`config.mk`:
```
export PLATFORM = sky130hd
export DESIGN_NAME = network_receiver
export DESIGN_NICKNAME = d
export VERILOG_FILES = /design/src/rtl/network_receiver.sv
export SDC_FILE = /design/constraint.sdc
export NUM_CORES = 2
export LEC_CHECK = 0
export ABC_CLOCK_PERIOD_IN_PS = 2150
export CAP_MARGIN = 5
export CORE_UTILIZATION = 40
export DETAILED_ROUTE_END_ITERATION = 12
export GPL_TIMING_DRIVEN = 0
export PLACE_DENSITY = 0.64
export SYNTH_ARGS = -nofsm -noshare
export SYNTH_HDL_FRONTEND = slang
export SYNTH_SLANG_ARGS = --single-unit
```
`constraint.sdc`:
```
create_clock -name clk -period 2.15 [get_ports clk]
set_input_delay 0.3225 -clock clk [delete_from_list [all_inputs] [get_ports clk]]
set_output_delay 0.3225 -clock clk [all_outputs]
set_load 0.01 [all_outputs]
```
`src/rtl/network_receiver.sv`:
```
// Inter-board link deserializer: sync hunt, header decode, 4-lane payload reassembly with per-lane parity.
// Latency: control/unknown pulses at sync+5, DATA pulses at sync+6+DATA_CYCLES. No backpressure: payload must be taken on pkt_valid.
module network_receiver #(
    parameter int          DATA_CYCLES = 160,
    parameter logic [3:0]  SYNC        = 4'b1011
) (
    input  logic                       clk,
    input  logic                       rst_l,
    input  logic                       serial_in_h,
    input  logic                       serial_in_0,
    input  logic                       serial_in_1,
    input  logic                       serial_in_2,
    input  logic                       serial_in_3,
    output logic                       pkt_valid,
    output logic [2:0]                 pkt_type,
    output logic                       pkt_seq,
    output logic                       pkt_err,
    output logic                       data_dup,
    output logic [4*DATA_CYCLES-1:0]   payload,
    output logic                       ack_received,
    output logic                       ack_seqNum,
    output logic                       ready_received,
    output logic                       game_lost_received,
    output logic                       rx_busy
);

    localparam int PW = 4 * DATA_CYCLES;
    localparam int CW = ($clog2(DATA_CYCLES) < 2) ? 2 : $clog2(DATA_CYCLES);

    localparam logic [1:0] S_HUNT    = 2'd0;
    localparam logic [1:0] S_HEADER  = 2'd1;
    localparam logic [1:0] S_PAYLOAD = 2'd2;
    localparam logic [1:0] S_PARITY  = 2'd3;

    localparam logic [2:0] T_ACK   = 3'b001;
    localparam logic [2:0] T_READY = 3'b010;
    localparam logic [2:0] T_LOST  = 3'b011;
    localparam logic [2:0] T_DATA  = 3'b100;

    localparam logic [CW-1:0] HDR_LAST = CW'(3);
    localparam logic [CW-1:0] PAY_LAST = CW'(DATA_CYCLES - 1);

    logic [1:0]    state;
    logic [3:0]    sync_sr;
    logic [CW-1:0] cnt;
    logic [2:0]    hdr_type;
    logic          hdr_seq;
    logic [PW-1:0] staging;
    logic [3:0]    lane_par;
    logic          have_data;
    logic          last_data_seq;

    logic [3:0] lanes;
    logic [3:0] sync_next;

    assign lanes     = {serial_in_3, serial_in_2, serial_in_1, serial_in_0};
    assign sync_next = {sync_sr[2:0], serial_in_h};
    assign rx_busy   = (state != S_HUNT);

    always_ff @(posedge clk or negedge rst_l) begin
        if (!rst_l) begin
            state              <= S_HUNT;
            sync_sr            <= 4'd0;
            cnt                <= '0;
            hdr_type           <= 3'd0;
            hdr_seq            <= 1'b0;
            staging            <= '0;
            lane_par           <= 4'd0;
            have_data          <= 1'b0;
            last_data_seq      <= 1'b0;
            pkt_valid          <= 1'b0;
            pkt_type           <= 3'd0;
            pkt_seq            <= 1'b0;
            pkt_err            <= 1'b0;
            data_dup           <= 1'b0;
            payload            <= '0;
            ack_received       <= 1'b0;
            ack_seqNum         <= 1'b0;
            ready_received     <= 1'b0;
            game_lost_received <= 1'b0;
        end else begin
            pkt_valid          <= 1'b0;
            pkt_err            <= 1'b0;
            data_dup           <= 1'b0;
            ack_received       <= 1'b0;
            ready_received     <= 1'b0;
            game_lost_received <= 1'b0;

            case (state)
                S_HUNT: begin
                    // Cleared here and left untouched until HUNT is re-entered, so every sync needs 4 fresh bits.
                    if (sync_next == SYNC) begin
                        state   <= S_HEADER;
                        cnt     <= '0;
                        sync_sr <= 4'd0;
                    end else begin
                        sync_sr <= sync_next;
                    end
                end

                S_HEADER: begin
                    cnt <= cnt + 1'b1;
                    if (cnt != HDR_LAST) begin
                        hdr_type <= {hdr_type[1:0], serial_in_h};
                    end else begin
                        hdr_seq <= serial_in_h;
                        cnt     <= '0;
                        case (hdr_type)
                            T_ACK, T_READY, T_LOST: begin
                                state              <= S_HUNT;
                                pkt_valid          <= 1'b1;
                                pkt_type           <= hdr_type;
                                pkt_seq            <= serial_in_h;
                                ack_received       <= (hdr_type == T_ACK);
                                ready_received     <= (hdr_type == T_READY);
                                game_lost_received <= (hdr_type == T_LOST);
                                if (hdr_type == T_ACK) begin
                                    ack_seqNum <= serial_in_h;
                                end
                            end
                            T_DATA: begin
                                state    <= S_PAYLOAD;
                                lane_par <= 4'd0;
                            end
                            default: begin
                                state   <= S_HUNT;
                                pkt_err <= 1'b1;
                            end
                        endcase
                    end
                end

                S_PAYLOAD: begin
                    // Shift in from the top: after DATA_CYCLES cycles nibble i lands at bits [4i+3:4i].
                    staging  <= {lanes, staging[PW-1:4]};
                    lane_par <= lane_par ^ lanes;
                    cnt      <= cnt + 1'b1;
                    if (cnt == PAY_LAST) begin
                        state <= S_PARITY;
                    end
                end

                S_PARITY: begin
                    state <= S_HUNT;
                    if ((lane_par ^ lanes) == 4'd0) begin
                        pkt_valid <= 1'b1;
                        pkt_type  <= T_DATA;
                        pkt_seq   <= hdr_seq;
                        if (have_data && (hdr_seq == last_data_seq)) begin
                            data_dup <= 1'b1;
                        end else begin
                            payload       <= staging;
                            last_data_seq <= hdr_seq;
                            have_data     <= 1'b1;
                        end
                    end else begin
                        pkt_err <= 1'b1;
                    end
                end

                default: state <= S_HUNT;
            endcase
        end
    end

endmodule

```
======== After elaboration in Yosys (flattened, before gate mapping) ========
Index checks and enable logic that the tools add are counted.
storage, ports and cells
  register bits ........................... 1,314
  output and inout bits ................... 652
  latch bits .............................. 0
  bits in writable memories ............... 0
  input port bits ......................... 7
  bits in read-only memories .............. 0
  memories kept ........................... 0
  logic and storage cells ................. 97
cells by class
  $add $sub $neg .......................... 1
  shift operators ......................... 0
  bitwise gates (word level) .............. 3
  $mul .................................... 0
  reductions and logical operators ........ 17
  div/mod/pow operators ................... 0
  magnitude comparators ................... 0
  equality and inequality tests ........... 17
  mux-type cells .......................... 40
operators with widths
  operator                                                         count
  8-bit case mux with 3 select lines                               1
  1-bit two-way mux                                                21
  8-bit two-way mux                                                2
  3-bit two-way mux                                                4
  2-bit != test, second input constant                             5
  3-bit AND reduction                                              3
  8-bit by 1-bit adder with 8-bit output, second input constant    1
  8-bit == test, second input constant                             1
  2-bit two-way mux                                                4
  4-bit two-way mux                                                2
  8-bit by 2-bit != test with 1-bit output, second input constant  1
  2-bit case mux with 4 select lines                               1
  4-bit case mux with 2 select lines                               1
  4-bit AND reduction                                              2
  3-bit by 2-bit == test with 1-bit output, second input constant  2
  1-bit case mux with 2 select lines                               3
  3-bit case mux with 2 select lines                               1
  2-bit AND reduction                                              3
  2-bit nonzero test                                               3
  2-bit == test, second input constant                             2
  4-bit == test, second input constant                             1
  4-bit zero test                                                  1
  4-bit OR reduction                                               1
  4-bit XOR                                                        1
  10 further kinds                                                 11

======== Depth between registers and ports, before layout ========
  word-level depth ........................ 5
  gate-level depth with buffers ........... 7
  depth with buffers taken out ............ 6

======== Least setup slack after synthesis ========
No wires, ideal clock.
  path kind ............................... register -> register
  start point ............................. reg state[0]
  end point ............................... reg cnt[3]
  stages on the path, launching flop included .. 8
  buffers on the path ..................... 1
  clock period less this slack ............ 1.988 ns
  setup time .............................. 0.121 ns
  arrival ................................. 1.867 ns
  setup slack ............................. 0.162 ns
  data required time ...................... 2.029 ns
  cells stage by stage .................... dfrtp_1 -> inv_1 -> ha_1 -> clkbuf_1 -> or4_1 -> o21a_1 -> a211o_1 -> a22o_1
on the way
  word-level cells in the longest chain between the ends .. 3
  elaborated cells on any way between the ends .. 7
  those cells by class .................... 3 x eq/ne; 1 x mux; 3 x reduce/logical
ends and longest elaborated chain
  what                                                                  RTL line  source
  start: declaration                                                    43        logic [1:0] state;
  start signal: assignment                                              62        state <= S_HUNT;
  start signal: assignment                                              93        state <= S_HEADER;
  start signal: assignment                                              110       state <= S_HUNT;
  2-bit == test (tied with other cells)                                 89        case (state)
  3-bit nonzero test (no source line) or 2-bit != test (tied branches)  n/a
  2-bit AND reduction (no source line)                                  n/a
  end signal: assignment                                                102       cnt <= cnt + 1'b1;
  end signal: assignment                                                137       cnt <= cnt + 1'b1;
  end: declaration                                                      45        logic [CW-1:0] cnt;
Several ways; a longest one is shown, not always the timed one.
A chain may end at the register's enable or synchronous reset.

======== Worst setup path in the final report ========
  start point ............................. reg state[0]
  end point ............................... reg staging[382]
on the way
  word-level cells in the longest chain between the ends .. 1
ends and longest elaborated chain
  what                    RTL line  source
  2-bit == test           89
  end signal: assignment  135       staging <= {lanes, staging[PW-1:4]};
  end: declaration        48        logic [PW-1:0] staging;
No other way between the ends.

==> summary.md <==
| Metric | Value |
|---|---|
| Rel. slew slack | 39.0% |
| Max Clock Skew | 0.0317 ns |
| IO buf count | 658 |
| Psw | 0.0122 W |
| CP max FO | 10 |
| GR Overflow Total | 0 |
| Max Cap Violations | 0 |
| Die area | 132000 um2 |
| Switching Fraction | 22.7% |
| P_leak | 34.4 nW |
| Layout area overhead | 27.5% |
| GP Congestion | 0.773 |
| Synth cell types | 43 |
| Fraction of the yosys area taken by sequential cells | 63.0% |
| Violated checks | hold timing |
| GR peak layer | met2 |
| Final setup vio count | 0 |
| Crit end category | flip-flop |
| Met1 usage in global routing | 22.7% |
| Iteration count of the initial detailed-routing pass | 4 |
| Worst vdd ir | 0.719 mV |
| Synth Register Bits | 1314 |
| Share of cells above drive strength 1 | 44.8% |
| Final net count | 3697 |
| EDFF count, synth | 0 |
| Post-route ant nets | 0 |
| DR iter-0 viols | 1049 |
| Total number of vias | 26.3k |
| YS warnings | 0 |
| Post-synth ARST share | 100% |
| Measured slew at the worst slew-check pin | 0.914 ns |
| Cells after synthesis | 2861 |
| Clock Latency Late Sink | 0.77 ns |
| Hold Violations, Final | 255 |
| CTS tree | built |
| First-pass GRT wire length | 180000 um |
| Core Util, Final | 51.3% |
| Chip Width | 363 um |
| Seq pwr share | 47.2% |
| Pin count of the biggest net entering global routing | 166 |
| Crit path DAT | 2.73 ns |
| Data required, critical path | 2.78 ns |
| Drt drc | 0 |
| Detailed Route WL | 117000 um |
| Total CTS buffers | 143 |
| Period utilisation layout | 97.6% |
| Cell Rows | 132 |
| Root Buffer | clkbuf_16 |
| HPWL after detailed placement | 81600 um |
| Status | complete, but fails checks |
| Initial antenna violation count | 5 |
| Grt met2 use | 27.9% |
| Avg WL per Cell | 21.2 um |
| Met3 Usage GRT | 7.27% |
| Vias per inst | 4.74 |
| Min Hold Slack | -0.531 ns |
| RSZ-0062 raised after global routing | yes |
| Starting Density | 40.3% |
| Sink Count | 1314 |
| Worst setup SP type | flip-flop |
| H-tree level count | 4 |
| Setup CP Type | reg -> reg |
| Reg clk slew, reported paths | 0.06 ns |
| Gr usage total | 17.9% |
| Vias in the first global route | 28.2k |
| Mapped cell area | 52200 um2 |
| Clock Power Share | 47.2% |
| Max-slew violation count | 0 |
| Minimum clock period | 2.10 ns |
| I/O pins | 659 |
| CTS max path bufs | 3 |
| Core Region | 129000 um2 |
| Fmax | 0.477 GHz |
| Die Y | 363 um |
| Average cell area after synthesis | 18.2 um2 |
| Cell Int Power | 0.0414 W |
| Syn_nets | 2874 |
| Final Power | 0.0535 W |
| HP Class | in -> async |
| Top_reg_cell synth | dfrtp_1 |
| Comb power frac | 5.6% |
| PwrDens | 805 nW/um2 |
## cell families (layout without fill, tap and decap cells)
group / count (synthesis) / count (layout) / share of synthesized area (%)
fa+ha+maj: 6 / 6 / 0.144
flops: 1314 / 1314 / 63.0
mux: 1290 / 1290 / 32.2
compound gates: 40 / 40 / 0.561
buf+inv: 154 / 1091 / 3.34
other cells: 0 / 1 / 0
xor+xnor: 7 / 7 / 0.118
simple gates: 50 / 50 / 0.614
## sequential cells by signal, indices dropped and copies added (netlist names), 3 cells and up, named ones only
| name | flops |
|---|---|
| lane_par | 4 |
| payload | 640 |
| staging | 640 |
| hdr_type | 3 |
| sync_sr | 3 |
| cnt | 8 |
| pkt_type | 3 |
## synthesized netlist by cell type (2+ instances only)
library cell  count  area share, %
nand2b_1          9           0.11
o2bb2ai_1         2          0.034
o211a_1           2          0.038
o21ai_0           7          0.067
nand3_1           4          0.038
o21a_1            2          0.029
nand4_1           4          0.048
a21oi_1           5          0.048
nor2_1            9          0.065
a31oi_1           3          0.036
dfrtp_1        1314             63
ha_1              6           0.14
buf_12           66            2.5
and3_1            2          0.024
mux2_4          600             17
a22o_1           12           0.20
nor2b_1           2          0.024
nor3_1            2          0.019
nor4b_4           2          0.091
mux2_2          690             15
nand2_1           7          0.050
xnor2_1           7           0.12
buf_2            68           0.65
clkbuf_1         10          0.072
inv_1             8          0.058
## layout by cell type (no fill, tap or decap), types with 3 or more instances in the layout
master,synthesis,layout
inv_6,0,4
clkbuf_1,10,29
nand3_1,4,3
nand4_1,4,4
clkbuf_8,0,36
bufinv_16,0,11
ha_1,6,3
mux2_2,690,690
dlymetal6s2s_1,0,19
buf_12,66,68
o21ai_0,7,7
a21oi_1,5,5
dlygate4sd2_1,0,29
buf_4,0,9
clkinvlp_4,0,3
clkbuf_16,0,148
nand2b_1,9,9
clkinv_2,0,25
clkdlybuf4s50_1,0,607
a22o_1,12,12
inv_16,0,3
dfrtp_1,1314,1314
buf_16,0,10
mux2_4,600,600
nand2_1,7,7
nor2_1,9,9
inv_1,8,7
a31oi_1,3,3
xnor2_1,7,6
clkbuf_4,0,34
buf_2,68,39
## worst max-delay path, stage by stage (launching register included)
cell and delay [ns]:
dfrtp_1 0.40, inv_2 0.12, ha_4 0.27, buf_8 0.20
clkbuf_4 0.28, buf_2 0.30, mux2_2 0.36
## repair_timing
item	in CTS	in global routing
endpoints found under the hold margin	281	175
pin swaps	0	0
resized for setup	59	56
gates cloned	2	2
buffers inserted	3	4
setup endpoints to repair	834	506
## cell type report
cell class	count	area, um2
Fill cell	10700	63000
Sequential cell	1314	32900
Multi-Input combinational cell	1393	17600
Timing Repair Buffer	679	7050
Clock buffer	209	4250
Tap cell	1742	2180
Buffer	145	1820
Clock inverter	50	644
Inverter	8	30.0
Antenna cell	1	2.50
## worst paths after layout
kind                             startpoint           end  slack (ns)  cells after the start
min in group clk                serial_in_2  staging[638]        0.30                      2
worst min-delay path                  rst_l  payload[373]       -0.53                      1
worst max register to register     state[0]  staging[382]        0.05                      6
max in group asynchronous             rst_l   payload[31]        0.39                      4
worst min register to register    have_data     have_data        0.47                      1
worst max-delay path               state[0]  staging[382]        0.05                      6
## metrics by stage
step / area (um2) / setup slack, ns / TNS (ns) / hold WS, ns / std cells
6_report: 66500 / 0.0524 / 0 / -0.531 / 5541
5_1_grt: 66500 / -0.0402 / -1.70 / -0.547 / 5540
3_5_place_dp: 61200 / -1.32 / -1318.32 / 0.261 / 5270
2_1_floorplan: 52200 / 0.162 / 0 / 0.0269 / 2861
3_3_place_gp: 60900 / -59.69 / - / 0.454 / 5261
4_1_cts: 66200 / 0.00361 / 0 / -0.568 / 5533
## per-layer routing
layer	wire (um)	vias to the layer above
li1	-	11800
met1	49300	13700
met2	55000	576
met3	10200	169
met4	2800	6
met5	39	-
## power groups by stage
stage                     clock network [W]  logic [W]  registers, W
after global routing                 0.0269    0.00330        0.0253
final                                0.0253    0.00299        0.0253
after floorplan                           0    0.00163        0.0257
after CTS                            0.0260    0.00294        0.0253
after detailed placement                  0    0.00283        0.0257
after global placement                    0    0.00243        0.0258
Power figures use the tool's default switching activity.
